--- src/rtl/cpu_pkg.sv ---
`default_nettype none
// ============================================================================
//  Module   : cpu_pkg
//  Purpose  : Shared definitions for the four-bit computer: widths, opcodes,
//             ALU function codes, control FSM states and the control word.
//  Revision : 1.0  initial release
// ============================================================================
package cpu_pkg;

  localparam int PC_W    = 4;
  localparam int INSTR_W = 8;

  // Opcodes live in IR[7:4]; 0xD and 0xE are undefined.
  localparam logic [3:0] OP_NOP = 4'h0;
  localparam logic [3:0] OP_LDI = 4'h1;
  localparam logic [3:0] OP_ADD = 4'h2;
  localparam logic [3:0] OP_SUB = 4'h3;
  localparam logic [3:0] OP_AND = 4'h4;
  localparam logic [3:0] OP_OR  = 4'h5;
  localparam logic [3:0] OP_XOR = 4'h6;
  localparam logic [3:0] OP_LDA = 4'h7;
  localparam logic [3:0] OP_STA = 4'h8;
  localparam logic [3:0] OP_OUT = 4'h9;
  localparam logic [3:0] OP_JMP = 4'hA;
  localparam logic [3:0] OP_JZ  = 4'hB;
  localparam logic [3:0] OP_JC  = 4'hC;
  localparam logic [3:0] OP_HLT = 4'hF;

  typedef logic [2:0] alu_op_t;
  localparam alu_op_t ALU_PASS_B = 3'd0;
  localparam alu_op_t ALU_ADD    = 3'd1;
  localparam alu_op_t ALU_SUB    = 3'd2;
  localparam alu_op_t ALU_AND    = 3'd3;
  localparam alu_op_t ALU_OR     = 3'd4;
  localparam alu_op_t ALU_XOR    = 3'd5;

  typedef logic [1:0] state_t;
  localparam state_t ST_FETCH   = 2'd0;
  localparam state_t ST_DECODE  = 2'd1;
  localparam state_t ST_EXECUTE = 2'd2;
  localparam state_t ST_HALT    = 2'd3;

  typedef struct packed {
    alu_op_t alu_op;
    logic    acc_we;
    logic    mem_we;
    logic    out_we;
    logic    acc_src;
    logic    pc_load;
    logic    halt;
    logic    illegal;
  } ctrl_t;

endpackage
`default_nettype wire

--- src/rtl/cpu_control_unit_if.sv ---
`default_nettype none
// ============================================================================
//  Module   : cpu_control_unit_if
//  Purpose  : Bundle between the control unit (master) and the datapath /
//             program memory (slave).
//  Revision : 1.0  initial release
// ============================================================================
interface cpu_ctrl_if #(
  parameter int PC_W    = cpu_pkg::PC_W,
  parameter int INSTR_W = cpu_pkg::INSTR_W
) ();
  logic                 run;
  logic [INSTR_W-1:0]   instr_data;
  logic                 zero_flag;
  logic                 carry_flag;
  logic [PC_W-1:0]      pc;
  logic [3:0]           operand;
  logic [2:0]           alu_op;
  logic                 acc_we;
  logic                 mem_we;
  logic                 out_we;
  logic                 acc_src;
  logic                 halted;
  logic                 illegal;

  modport master (
    input  run, instr_data, zero_flag, carry_flag,
    output pc, operand, alu_op, acc_we, mem_we, out_we, acc_src, halted, illegal
  );

  modport slave (
    output run, instr_data, zero_flag, carry_flag,
    input  pc, operand, alu_op, acc_we, mem_we, out_we, acc_src, halted, illegal
  );
endinterface
`default_nettype wire

--- src/rtl/cpu_decoder.sv ---
`default_nettype none
// ============================================================================
//  Module   : cpu_decoder
//  Purpose  : Combinational opcode + flags to control word translation.
//  Revision : 1.0  initial release
// ============================================================================
module cpu_decoder
  import cpu_pkg::*;
(
  input  logic [3:0] opcode,
  input  logic       zero_flag,
  input  logic       carry_flag,
  output ctrl_t      ctrl
);

  // Translate opcode into strobes; branch decision uses the live flags.
  always_comb begin
    ctrl        = '0;
    ctrl.alu_op = ALU_PASS_B;
    case (opcode)
      OP_NOP: ;
      OP_LDI: ctrl.acc_we = 1'b1;
      OP_ADD: begin ctrl.acc_we = 1'b1; ctrl.alu_op = ALU_ADD; end
      OP_SUB: begin ctrl.acc_we = 1'b1; ctrl.alu_op = ALU_SUB; end
      OP_AND: begin ctrl.acc_we = 1'b1; ctrl.alu_op = ALU_AND; end
      OP_OR:  begin ctrl.acc_we = 1'b1; ctrl.alu_op = ALU_OR;  end
      OP_XOR: begin ctrl.acc_we = 1'b1; ctrl.alu_op = ALU_XOR; end
      OP_LDA: begin ctrl.acc_we = 1'b1; ctrl.acc_src = 1'b1;   end
      OP_STA: ctrl.mem_we  = 1'b1;
      OP_OUT: ctrl.out_we  = 1'b1;
      OP_JMP: ctrl.pc_load = 1'b1;
      OP_JZ:  ctrl.pc_load = zero_flag;
      OP_JC:  ctrl.pc_load = carry_flag;
      OP_HLT: ctrl.halt    = 1'b1;
      default: ctrl.illegal = 1'b1;
    endcase
  end

endmodule
`default_nettype wire

--- src/rtl/cpu_control_unit.sv ---
`default_nettype none
// ============================================================================
//  Module   : cpu_control_unit
//  Purpose  : Fetch/decode/execute sequencer. Owns PC, IR and the control
//             FSM; strobes are registered so none depends on instr_data.
//  Revision : 1.0  initial release
// ============================================================================
module cpu_control_unit
  import cpu_pkg::*;
#(
  parameter int PC_W    = cpu_pkg::PC_W,
  parameter int INSTR_W = cpu_pkg::INSTR_W
) (
  input  logic      clk,
  input  logic      reset,
  cpu_ctrl_if.master bus
);

  state_t             state;
  logic [PC_W-1:0]    pc;
  logic [INSTR_W-1:0] ir;
  ctrl_t              dec;

  alu_op_t            alu_op_q;
  logic               acc_we_q;
  logic               mem_we_q;
  logic               out_we_q;
  logic               acc_src_q;
  logic               illegal_q;
  logic               halt_q;

  // IR stays stable through DECODE and EXECUTE, so the decoder can feed
  // both the registered strobes and the EXECUTE-time branch decision.
  cpu_decoder u_decoder (
    .opcode     (ir[INSTR_W-1 -: 4]),
    .zero_flag  (bus.zero_flag),
    .carry_flag (bus.carry_flag),
    .ctrl       (dec)
  );

  // Control FSM, program counter, instruction register and strobe registers.
  always_ff @(posedge clk) begin
    if (reset) begin
      state     <= ST_FETCH;
      pc        <= '0;
      ir        <= '0;
      alu_op_q  <= ALU_PASS_B;
      acc_we_q  <= 1'b0;
      mem_we_q  <= 1'b0;
      out_we_q  <= 1'b0;
      acc_src_q <= 1'b0;
      illegal_q <= 1'b0;
      halt_q    <= 1'b0;
    end else begin
      case (state)
        ST_FETCH: begin
          if (bus.run) begin
            ir    <= bus.instr_data;
            pc    <= pc + 1'b1;
            state <= ST_DECODE;
          end
        end
        ST_DECODE: begin
          alu_op_q  <= dec.alu_op;
          acc_we_q  <= dec.acc_we;
          mem_we_q  <= dec.mem_we;
          out_we_q  <= dec.out_we;
          acc_src_q <= dec.acc_src;
          illegal_q <= dec.illegal;
          halt_q    <= dec.halt;
          state     <= ST_EXECUTE;
        end
        ST_EXECUTE: begin
          // Strobes live for this one cycle only.
          alu_op_q  <= ALU_PASS_B;
          acc_we_q  <= 1'b0;
          mem_we_q  <= 1'b0;
          out_we_q  <= 1'b0;
          acc_src_q <= 1'b0;
          illegal_q <= 1'b0;
          halt_q    <= 1'b0;
          if (dec.pc_load) begin
            pc <= PC_W'(ir[3:0]);
          end
          state <= halt_q ? ST_HALT : ST_FETCH;
        end
        ST_HALT: ;
        default: state <= ST_FETCH;
      endcase
    end
  end

  assign bus.pc      = pc;
  assign bus.operand = ir[3:0];
  assign bus.alu_op  = alu_op_q;
  assign bus.acc_we  = acc_we_q;
  assign bus.mem_we  = mem_we_q;
  assign bus.out_we  = out_we_q;
  assign bus.acc_src = acc_src_q;
  assign bus.illegal = illegal_q;
  assign bus.halted  = (state == ST_HALT);

endmodule
`default_nettype wire

--- src/flat_wrapper.sv ---
// flat-port wrapper written by rule: the top's interface ports become plain ports
module cpu_control_unit_flat import cpu_pkg::*;
#(
  parameter int PC_W    = cpu_pkg::PC_W,
  parameter int INSTR_W = cpu_pkg::INSTR_W
)
  (clk, reset, bus_run, bus_instr_data, bus_zero_flag, bus_carry_flag, bus_pc, bus_operand, bus_alu_op, bus_acc_we, bus_mem_we, bus_out_we, bus_acc_src, bus_halted, bus_illegal);
  cpu_ctrl_if #(.PC_W(PC_W), .INSTR_W(INSTR_W)) bus_i ();
  input  logic clk;
  input  logic reset;
  input wire logic [$bits(bus_i.run)-1:0] bus_run;
  input wire logic [$bits(bus_i.instr_data)-1:0] bus_instr_data;
  input wire logic [$bits(bus_i.zero_flag)-1:0] bus_zero_flag;
  input wire logic [$bits(bus_i.carry_flag)-1:0] bus_carry_flag;
  output wire logic [$bits(bus_i.pc)-1:0] bus_pc;
  output wire logic [$bits(bus_i.operand)-1:0] bus_operand;
  output wire logic [$bits(bus_i.alu_op)-1:0] bus_alu_op;
  output wire logic [$bits(bus_i.acc_we)-1:0] bus_acc_we;
  output wire logic [$bits(bus_i.mem_we)-1:0] bus_mem_we;
  output wire logic [$bits(bus_i.out_we)-1:0] bus_out_we;
  output wire logic [$bits(bus_i.acc_src)-1:0] bus_acc_src;
  output wire logic [$bits(bus_i.halted)-1:0] bus_halted;
  output wire logic [$bits(bus_i.illegal)-1:0] bus_illegal;
  assign bus_i.run = bus_run;
  assign bus_i.instr_data = bus_instr_data;
  assign bus_i.zero_flag = bus_zero_flag;
  assign bus_i.carry_flag = bus_carry_flag;
  assign bus_pc = bus_i.pc;
  assign bus_operand = bus_i.operand;
  assign bus_alu_op = bus_i.alu_op;
  assign bus_acc_we = bus_i.acc_we;
  assign bus_mem_we = bus_i.mem_we;
  assign bus_out_we = bus_i.out_we;
  assign bus_acc_src = bus_i.acc_src;
  assign bus_halted = bus_i.halted;
  assign bus_illegal = bus_i.illegal;
  cpu_control_unit #(.PC_W(PC_W), .INSTR_W(INSTR_W)) u_core (.clk(clk), .reset(reset), .bus(bus_i));
endmodule
--- config.mk ---
export PLATFORM = sky130hd
export DESIGN_NAME = cpu_control_unit_flat
export DESIGN_NICKNAME = d
export VERILOG_FILES = /design/src/rtl/cpu_pkg.sv /design/src/rtl/cpu_control_unit_if.sv /design/src/rtl/cpu_decoder.sv /design/src/rtl/cpu_control_unit.sv /design/src/flat_wrapper.sv
export SDC_FILE = /design/constraint.sdc
export NUM_CORES = 1
export LEC_CHECK = 0
export ABC_AREA = 1
export CORE_AREA = 4 4 54 56
export CTS_CLUSTER_SIZE = 10
export DETAILED_ROUTE_END_ITERATION = 8
export DIE_AREA = 0 0 58 60
export GPL_TIMING_DRIVEN = 0
export PLACE_DENSITY = 0.78
export REMOVE_ABC_BUFFERS = 1
export SYNTH_ARGS = -nofsm -noshare
export SYNTH_HDL_FRONTEND = slang
export SYNTH_SLANG_ARGS = --single-unit
--- constraint.sdc ---
create_clock -name clk -period 3.7 [get_ports clk]
set_clock_uncertainty 0.2 [all_clocks]
set_input_delay 1.11 -clock clk [delete_from_list [all_inputs] [get_ports clk]]
set_output_delay 1.11 -clock clk [all_outputs]
set_load 0.01 [all_outputs]
---- After elaboration in Yosys (flattened, before gate mapping) ----
Index checks and enable logic that the tools add are counted.
operators by class
  add/sub/neg operators ................... 1
  reduce and logical (&&, ||, !) cells .... 10
  muxes and demuxes ....................... 21
  equality and inequality tests ........... 18
operator list
  operator                                                          count
  4-bit == test (second input constant)                             6
  4-bit by 3-bit == test with 1-bit output (second input constant)  4
  3-bit case mux with 5 select lines                                1
  14-bit OR reduction                                               1
  1-bit case mux with 2 select lines                                6
  4-bit by 2-bit == test with 1-bit output (second input constant)  2
  4-bit two-way mux                                                 2
  4-bit case mux with 2 select lines                                1
  7-bit OR reduction                                                1
  1-bit two-way mux                                                 6
  2-bit case mux with 3 select lines                                1
  3-bit case mux with 2 select lines                                1
  4-bit by 1-bit adder with 4-bit output (second input constant)    1
  2-bit == test (second input constant)                             2
  4-bit by 1-bit == test with 1-bit output (second input constant)  1
  4-bit logical NOT                                                 1
  2-bit two-way mux                                                 2
  2-bit AND reduction                                               2
  2-bit nonzero test                                                2
  1-bit case mux with 3 select lines                                1
  3-bit AND reduction                                               1
  3-bit nonzero test                                                1
  2-bit by 1-bit == test with 1-bit output (second input constant)  1
  2-bit logical NOT                                                 1
  other kinds (2)                                                   2
word-level totals
  output and inout bits ................... 17
  register bits after elaboration ......... 23
  bits of input ports ..................... 13

---- Longest topological paths before layout ----
Gate-level depths: netlist (run 1).
  depth after elaboration ................. 4
  depth in mapped cells ................... 9
  depth with buffers taken out ............ 8

---- By module ----
From an unflattened synthesis (run 1), not the netlist that was laid out.
second synthesis, totals
  cells, all modules ...................... 175
  area, all modules ....................... 1216.2 um^2
modules (own cells, without submodules)
  module            seq. area each (um^2)  area each (um^2)  cells each  instances
  cpu_control_unit  460.4                  1086.0            144         1
  cpu_decoder       0.0                    130.1             31          1

---- Worst setup path before layout (run 1) ----
No wires, ideal clock.
  kind .................................... input port to flip-flop
  from .................................... input reset
  to ...................................... register u_core.ir[6]
  slack ................................... 1786 ps
  stages on the path ...................... 5
  data required time ...................... 3430 ps
  arrival ................................. 1644 ps
  cell sequence ........................... buf_2 inv_1 buf_6 o21ai_0 a21oi_1
RTL lines
  item                  line                    source
  start, declared       flat_wrapper.sv:10      input logic reset;
  end signal, assigned  cpu_control_unit.sv:58  ir <= bus.instr_data;
  end, declared         cpu_control_unit.sv:21  logic [INSTR_W-1:0] ir;

---- Worst setup path after layout (run 1) ----
  from .................................... register u_core.state[1]
  to ...................................... output bus_halted
between the ends
  word-level cells in the longest chain between the ends .. 1
RTL lines
  item                    line                     source
  start, declared         cpu_control_unit.sv:19   state_t state;
  start signal, assigned  cpu_control_unit.sv:85   state <= halt_q ? ST_HALT : ST_FETCH;
  2-bit == test           cpu_control_unit.sv:101  assign bus.halted = (state == ST_HALT);
  end, declared           flat_wrapper.sv:22       output wire logic [$bits(bus_i.halted)-1:0] bus_halted;
Every way passes these cells.

==> flow_results.org, run 1 <==
** Pwr
- Power spread over the standard cell area amounts to 594.3 nW/um2.
- Leakage dissipation :: 0.0006289 uW
- Share of power burned in registers :: 0.413
- The share of total power dissipated in combinational logic is 0.451.
- The share of total power dissipated in the clock network is 0.135.
- Of the total power, the share spent switching nets is 0.4103.
- The analysis attributes to net switching a power of 357.2 uW.
- The worst-case IR drop observed on VDD is 0.0004704 V.
- Internal Power :: 513.5 uW

** Layout
- Fin util :: 0.6024
- The finished cells cover 1465 um2.
- 0 antenna diodes ended up in the layout.
- Net count reported at finish :: 207
- Compared with the post-synthesis result, the final layout area differs by 24.31%.
- Layout cells sized above 1 :: 0.06417

** STA
- Final worst-path cycle share :: 0.7529
- Timing would allow up to 359.0 MHz.
- Least setup slack across all paths after layout :: 0.9142 ns
- Setup violations remaining at the end of the flow were counted as 0.
- Setup total negative slack :: 0 ns
- Headroom to the max-slew limit came out at 0.7312.
- Worst hold slack after final layout :: 0.2732 ns
- Number of max-slew violations in the final report :: 0
- Endpoints failing hold :: 0
- After layout, the minimum clock period comes to 2.786 ns.
- For the pin with the worst max-slew slack, the measured transition is 0.4023 ns.
- RSZ-0062 raised after global routing :: false

** Clock network
- Clock tree synthesis inserted a total of 3 buffers.
- Once the clock tree was built, the resizer swapped 0 gates to a different size.
- Hold-fix buffers at CTS :: 0
- The clock passes through at most 2 buffers.
- TritonCTS clock tree :: yes
- Buffer count from post-CTS setup fixing :: 0
- H-tree levels :: 1
- Clock latency on the worst-skew pair :: 0.31 ns
- CTS clock-pin slew for the worst setup and hold paths :: 0.13 ns
- CTS root buf :: clkbuf_4
- The clock drives 23 sinks.

** Floorplan
- Chip Height :: 60 um
- The die is 58 um wide.
- Die footprint :: 3480 um2
- The total area inside the core boundary comes to 2432 um2.
- The floorplan has 18 rows.
- Count of boundary I/O pins :: 30
- Effective utilization at floorplan :: 0.4846

** Global route
- Initial antenna violation count :: 0
- Across every metal layer, demand over resource in global routing totals 0.1629.
- After global routing the overflow that remains totals 0.
- Via count of the first global-routing pass :: 1041
- The first global-routing pass estimated 4360 um of wire.
- Largest net degree at the start of global routing :: 15

** Synthesis
- Synthesis produced 163 cells.
- Synthesized area per cell :: 7.231 um2
- Synthesis instantiated 22 different standard cells from the library.
- Mapped Area :: 1179 um2
- Number of synthesized flops with an enable pin :: 0
- Yosys Warn Count :: 0
- In this run, synthesis produced a sequential element count of 23.
- Most area-consuming cells after synthesis :: dfxtp_1 39%, nand2_1 8.9%, a21oi_1 8.1%, nor2_1 7.6%, ha_1 6.4%
- Yosys instantiated no cell more often than nand2_1.
- The share of synthesized area in the top cell type comes to 0.3907.
- Top post-synthesis cells by count :: 28 x nand2_1, 24 x nor2_1, 23 x dfxtp_1
- Proportion of synthesized chip area in sequential cells :: 0.3907
- FFs w/ async S/R, synth :: 0
- Largest area contributor in the netlist :: dfxtp_1
- The most used flip-flop cell after synthesis is dfxtp_1.

** Critical path
- Highest cell delay on the worst timing path :: 0.53 ns
- Cell depth of the worst setup path :: 2
- Worst reg2reg path endpoint :: u_core.bus.pc[3]$_SDFFE_PP0P_
- Family with the most delay on the worst path :: buffers and inverters
- Worst Path Arrival :: 1.48 ns
- Crit path capture :: bus_halted
- Crit path max-delay cell type :: clkdlybuf4s50_1
- Setup slack on the worst reg-to-reg path comes out at 1.89 ns.
- The number of cells on the worst reg-to-reg path is 8.
- Number of buffer and inverter instances along the worst setup path :: 1
- Tracing the worst setup path back leads to its startpoint at u_core.state[1]$_SDFFE_PP0P_.
- The setup path with the least slack is of type reg -> out.
- In this run the worst path has a maximum fanout of 5.
- At the worst endpoint, the required time is 2.39 ns.
- Cells along the critical path :: ha_1, clkdlybuf4s50_1
- STA classifies the critical path endpoint as an output port.
- Sort of element at the start of the critical path :: flip-flop
- FF-to-FF Start :: u_core.state[1]$_SDFFE_PP0P_

** Routing
- Average wire per standard cell :: 11.44 um
- After detailed routing, the number of remaining DRC violations is 0.
- Via count :: 1058
- Iteration-0 DRC Markers :: 24
- For this run, the detailed router's first-pass iteration total came to 4.
- In this run the remaining antenna-violating nets after routing total 0.
- Drt via density :: 4.876
- The routed design has 2482 um of wire.

** Run
- Max capacitance violation total :: 0

** Placed design
- HPWL after detailed placement :: 1923 um
- The congestion estimate from routability-driven global placement came to 0.7951.
- The placed instances occupy a cell area of 1439 um2.
- Number of I/O port buffers :: 29
- At the placement stage, the worst setup path has a slack of 1.041 ns.

** Min path
- Worst hold path class :: reg -> reg
- Hold depth :: 2
- Hold Crit Start :: u_core.bus.acc_src$_SDFFE_PP0P_

** Run status
- The run finished with clean final reports.
[worst min path at each step]
stage	end	slack (ns)
floorplan	u_core.halt_q$_SDFFE_PP0P_	0.24
global placement	u_core.bus.mem_we$_SDFFE_PP0P_	0.25
detailed placement	u_core.bus.out_we$_SDFFE_PP0P_	0.26
CTS	u_core.bus.out_we$_SDFFE_PP0P_	0.27
global route	u_core.bus.mem_we$_SDFFE_PP0P_	0.30
finish	u_core.bus.acc_src$_SDFFE_PP0P_	0.27
[kinds of logic after synthesis]
kind of cell    after synthesis  share of synthesized area
compound gates               33                     0.1518
simple gates                 71                     0.2601
mux                           1                   0.008493
fa+ha+maj                     6                    0.06369
xor+xnor                      1                   0.007432
flops                        23                     0.3907
buf+inv                      28                     0.1178
[area by class of cell]
type | count | area, um2
fillers | 238 | 967.2
multi-input cells | 112 | 579.3
flip-flops and latches | 23 | 460.4
repair buffers | 29 | 290.3
inverters | 19 | 71.32
well taps | 30 | 37.54
clock buffers | 4 | 26.28
[registers in the layout, indices dropped and copies added (netlist names)]
name and flops:
u_core.bus.acc_we 1, u_core.halt_q 1, u_core.bus.illegal 1, u_core.bus.alu_op 3, u_core.bus.acc_src 1, u_core.bus.pc 4, u_core.bus.mem_we 1, u_core.ir 8
u_core.bus.out_we 1, u_core.state 2
[worst min-delay path: stages, from the launching register on]
cell	delay (ns)
dfxtp_1	0.33
nand2_1	0.06
a21oi_1	0.05
[per-layer routing]
metal | part of all wire | routed length [um] | global-route usage
met3 | 0.037 | 91 | 0.03240
met4 | 0.017 | 43 | 0.07947
met2 | 0.48 | 1195 | 0.2694
met1 | 0.46 | 1152 | 0.2021
met5 | 0 | 0 | 0
[cells in the final DEF (no fill, tap or decap)]
master and n:
nand3_2 2, nand3_1 12, nor2_2 2, o211ai_1 1, inv_1 16, mux2i_1 1, nand2_1 28, nand2_2 1
clkinv_1 1, nor2_1 24, o21ai_4 1, clkbuf_4 3, dfxtp_1 23, inv_2 2, xor2_1 1, ha_1 6
o21ai_0 12, clkdlybuf4s50_1 29, clkbuf_1 1, a21oi_1 19, nand4_1 1, or2_2 1
[metrics by stage]
| stage | std cells | total power (uW) |
|---|---|---|
| final | 217 | 870.8 |
| after global routing | 217 | 947.9 |
| after CTS | 217 | 878.0 |
| after detailed placement | 213 | 761.0 |
| after global placement | 213 | 739.3 |
| after floorplan | 154 | 608.9 |
[power by group through the flow]
stage | clock network, uW | registers [uW] | logic (uW)
floorplan | 0 | 370 | 239
global placement | 0 | 360 | 379
detailed placement | 0 | 365 | 396
CTS | 122 | 360 | 397
global route | 134 | 368 | 446
finish | 118 | 360 | 393
(Power assumes the default switching activity.)
==> inputs of run 2 (changes only) <==
--- a/config.mk
+++ b/config.mk
@@ -6,12 +6,12 @@
 export NUM_CORES = 1
 export LEC_CHECK = 0
 export ABC_AREA = 1
-export CORE_AREA = 4 4 54 56
+export CORE_AREA = 4 4 55 57
 export CTS_CLUSTER_SIZE = 10
 export DETAILED_ROUTE_END_ITERATION = 8
-export DIE_AREA = 0 0 58 60
+export DIE_AREA = 0 0 59 61
 export GPL_TIMING_DRIVEN = 0
-export PLACE_DENSITY = 0.78
+export PLACE_DENSITY = 0.75
 export REMOVE_ABC_BUFFERS = 1
 export SYNTH_ARGS = -nofsm -noshare
 export SYNTH_HDL_FRONTEND = slang
==> constraint.sdc (replaced) <==
create_clock -name clk -period 2.7 [get_ports clk]
set_clock_uncertainty 0.2 [all_clocks]
set_input_delay 0.81 -clock clk [delete_from_list [all_inputs] [get_ports clk]]
set_output_delay 0.81 -clock clk [all_outputs]
set_load 0.01 [all_outputs]
==> run 2 against run 1 <==
Critical path depth is the same. Count of clock-buffer cells in the layout fell by 1. Via count rose by 0.47%. Non-clock buffer count did not move. Clock power up 40%. Core utilization decreased by 0.94 points. Total power rose by 37%. Sequential cell count stayed put. Hold slack worse by 0.0012 ns. Combinational power increased by 37%. First-iteration DRC count is 4.2% lower. Sequential power up 37%. Critical path type unchanged.
==> flow_results.org, run 2 (synthesized netlist as in run 1, its figures left out) <==
** Run status
- Run status :: complete, no violations

** STA
- The count of final hold-check violations was 0 (unchanged).
- Setup total negative slack :: 0 ns (unchanged)
- In the finished design, the share of the clock period the worst path needs comes to 0.9093.
- Least setup slack across all paths after layout :: 0.2450 ns (-0.6692 ns)
- Timing would allow up to 407.3 MHz.
- The normalized max-slew margin came to 0.7139 (-0.01728).
- Post-layout min period :: 2.455 ns
- RSZ-0062 raised after global routing :: false
- The worst-case hold slack was 0.2721 ns (-0.001180 ns).
- The max-slew violation total from the final report came to 0 (unchanged).
- Final setup violation count :: 0 (unchanged)
- Worst Max-Slew Pin Slew :: 0.4282 ns (+0.02586 ns)

** Critical path
- Cell depth of the worst flop-to-flop path :: 8 (unchanged)
- The data required time at the worst endpoint came to 1.69 ns (-0.70 ns).
- Worst Path Arrival :: 1.44 ns (-0.04 ns)
- The worst register-to-register path begins at u_core.state[0]$_SDFFE_PP0P_.
- Sort of element at the start of the critical path :: flip-flop
- Critical Path Sink Type :: output port
- Worst reg2reg path endpoint :: u_core.bus.pc[3]$_SDFFE_PP0P_
- The setup path with the least slack is of type reg -> out.
- The slack of the worst reg-to-reg path was 0.87 ns (-1.02 ns).
- The largest fanout of any net on the critical path was 5 (unchanged).

** Layout
- Layout cells sized above 1 :: 0.06952 (+0.005348)
- The number of nets in the layout came to 207 (unchanged).
- Synthesis-to-layout area growth :: 24.63%
- The number of diodes added for antenna fixing is 0 (unchanged).
- Leaving out fill and tap cells, the most frequent cell in the layout is clkdlybuf4s50_1.
- Largest register FFs :: 8 (unchanged)
- More flip-flops sit in one register than any other, and that register is u_core.ir.
- Most frequent cells in the layout :: 29 x clkdlybuf4s50_1, 28 x nand2_1, 24 x nor2_1, 23 x dfxtp_1, 19 x a21oi_1
- Fin util :: 0.5929 (-0.009437)

** Floorplan
- The placement row count came to 18 (unchanged).
- Count of boundary I/O pins :: 30 (unchanged)
- The effective utilization at floorplan was 0.4758 (-0.008810).
- Chip Width :: 59 um (+1.7%)
- The standard cell core area is 2477 um2 (+1.9%).
- The die outline area was 3599 um2 (+3.4%).
- Chip Height :: 61 um (+1.7%)

** Routing
- Average wire per standard cell :: 11.55 um (+0.97%)
- The number of optimization iterations in the first detailed-route pass was 4 (unchanged).
- Remaining antenna violation count after routing :: 0 (unchanged)
- The number of violations reported at the end of detailed-routing iteration 0 came to 23 (-4.2%).
- Final routed wirelength across all metal layers :: 2506 um (+0.97%)
- The via count normalized by instance count was 4.899 (+0.47%).
- The total via count in the routed design came to 1063 (+0.47%).
- Number of DRC violations after detailed routing :: 0 (unchanged)

** Pwr
- Leakage dissipation :: 0.0006279 uW (-0.16%)
- The power consumption was 1196 uW (+37%).
- The power per standard cell area is 814.4 nW/um2 (+37%).
- The peak ir drop on the vdd network was 0.0005190 V (+10%).

** Clock network
- Clock buffer count from CTS :: 3 (unchanged)
- The number of sinks handled by clock tree synthesis came to 23 (unchanged).
- The clock latency on the worst-skew pair is 0.31 ns (about the same).
- Clock tree buffer depth :: 2 (unchanged)
- Post-cts sizing count :: 0 (unchanged)
- The clock slew at the register clock pins of the worst setup and hold paths is 0.14 ns (about the same).
- The H-tree depth is 1 (unchanged).
- Buffer count from post-CTS setup fixing :: 0 (unchanged)
- TritonCTS built the clock tree.
- The tree is rooted in a clkbuf_4.
- The total of hold buffers inserted after clock tree synthesis came to 0 (unchanged).

** Min path
- The worst hold path belongs to the class reg -> reg.
- The number of instances on the worst hold path was 2 (unchanged).
- The path with the worst hold slack has its endpoint at u_core.bus.alu_op[2]$_SDFFE_PP0P_.
- In this run the most critical hold path is launched from u_core.bus.alu_op[2]$_SDFFE_PP0P_.

** Global route
- Initial antenna violation count :: 0 (unchanged)
- The wire length of the first global-routing pass is 4333 um (-0.62%).
- Via count of the first global-routing pass :: 1042 (+0.096%)
- Gr usage total :: 0.1571 (-0.005772)
- The largest net degree at the start of global routing came to 15 (unchanged).
- Leftover overflow at the end of global routing :: 0 (unchanged)

** Placed design
- Setup Slack @ Placement :: 0.3417 ns (-0.6996 ns)
- HPWL after detailed placement :: 1978 um (+2.9%)
- Final RePlAce weighted congestion :: 0.8335 (+4.8%)
- Number of I/O port buffers :: 29 (unchanged)

** Run
- The max-capacitance violation count came to 0 (unchanged).
run 2: metrics by stage:
step / cell area [um2] / instances
after floorplan: 1111 / 154
after global placement: 1439 / 213
after detailed placement: 1439 / 213
after CTS: 1469 / 217
after global routing: 1469 / 217
final: 1469 / 217
run 2: area by class of cell:
class / count / area [um2]
fillers: 236 / 1008
multi-input cells: 112 / 579.3
flip-flops and latches: 23 / 460.4
repair buffers: 29 / 290.3
inverters: 19 / 71.32
well taps: 30 / 37.54
clock buffers: 3 / 22.52
clock inverters: 1 / 7.507
run 2: layer usage:
| metal | routed length (um) | track usage | up-vias |
|---|---|---|---|
| met3 | 115 | 0.03191 | 2 |
| met4 | 22 | 0.04531 | 0 |
| met2 | 1238 | 0.2729 | 17 |
| met5 | 0 | 0 | - |
| met1 | 1130 | 0.1974 | 481 |
| li1 | - | - | 563 |
run 2: how the worst max path moves through the flow:
stage                                            start                       endpoint  depth (start not counted)
after floorplan                                bus_run  u_core.bus.pc[2]$_SDFFE_PP0P_                          6
after global placement                           reset      u_core.ir[7]$_SDFFE_PP0P_                          4
after detailed placement                         reset      u_core.ir[7]$_SDFFE_PP0P_                          4
after CTS                 u_core.state[1]$_SDFFE_PP0P_                     bus_halted                          2
after global routing      u_core.state[1]$_SDFFE_PP0P_                     bus_halted                          2
final                     u_core.state[1]$_SDFFE_PP0P_                     bus_halted                          2
run 2: where the power goes:
group          total (uW)  leakage [uW]  internal (uW)  switching (uW)
Clock                 165     0.0000139           56.4             109
Sequential            492      0.000189            412            80.5
Combinational         539      0.000425            234             305
Total                1200      0.000628            702             494
run 2: worst max-delay path, cell delays in order, from the launching register on:
cell and delay (ns):
dfxtp_1 0.43, ha_1 0.17, clkdlybuf4s50_1 0.53
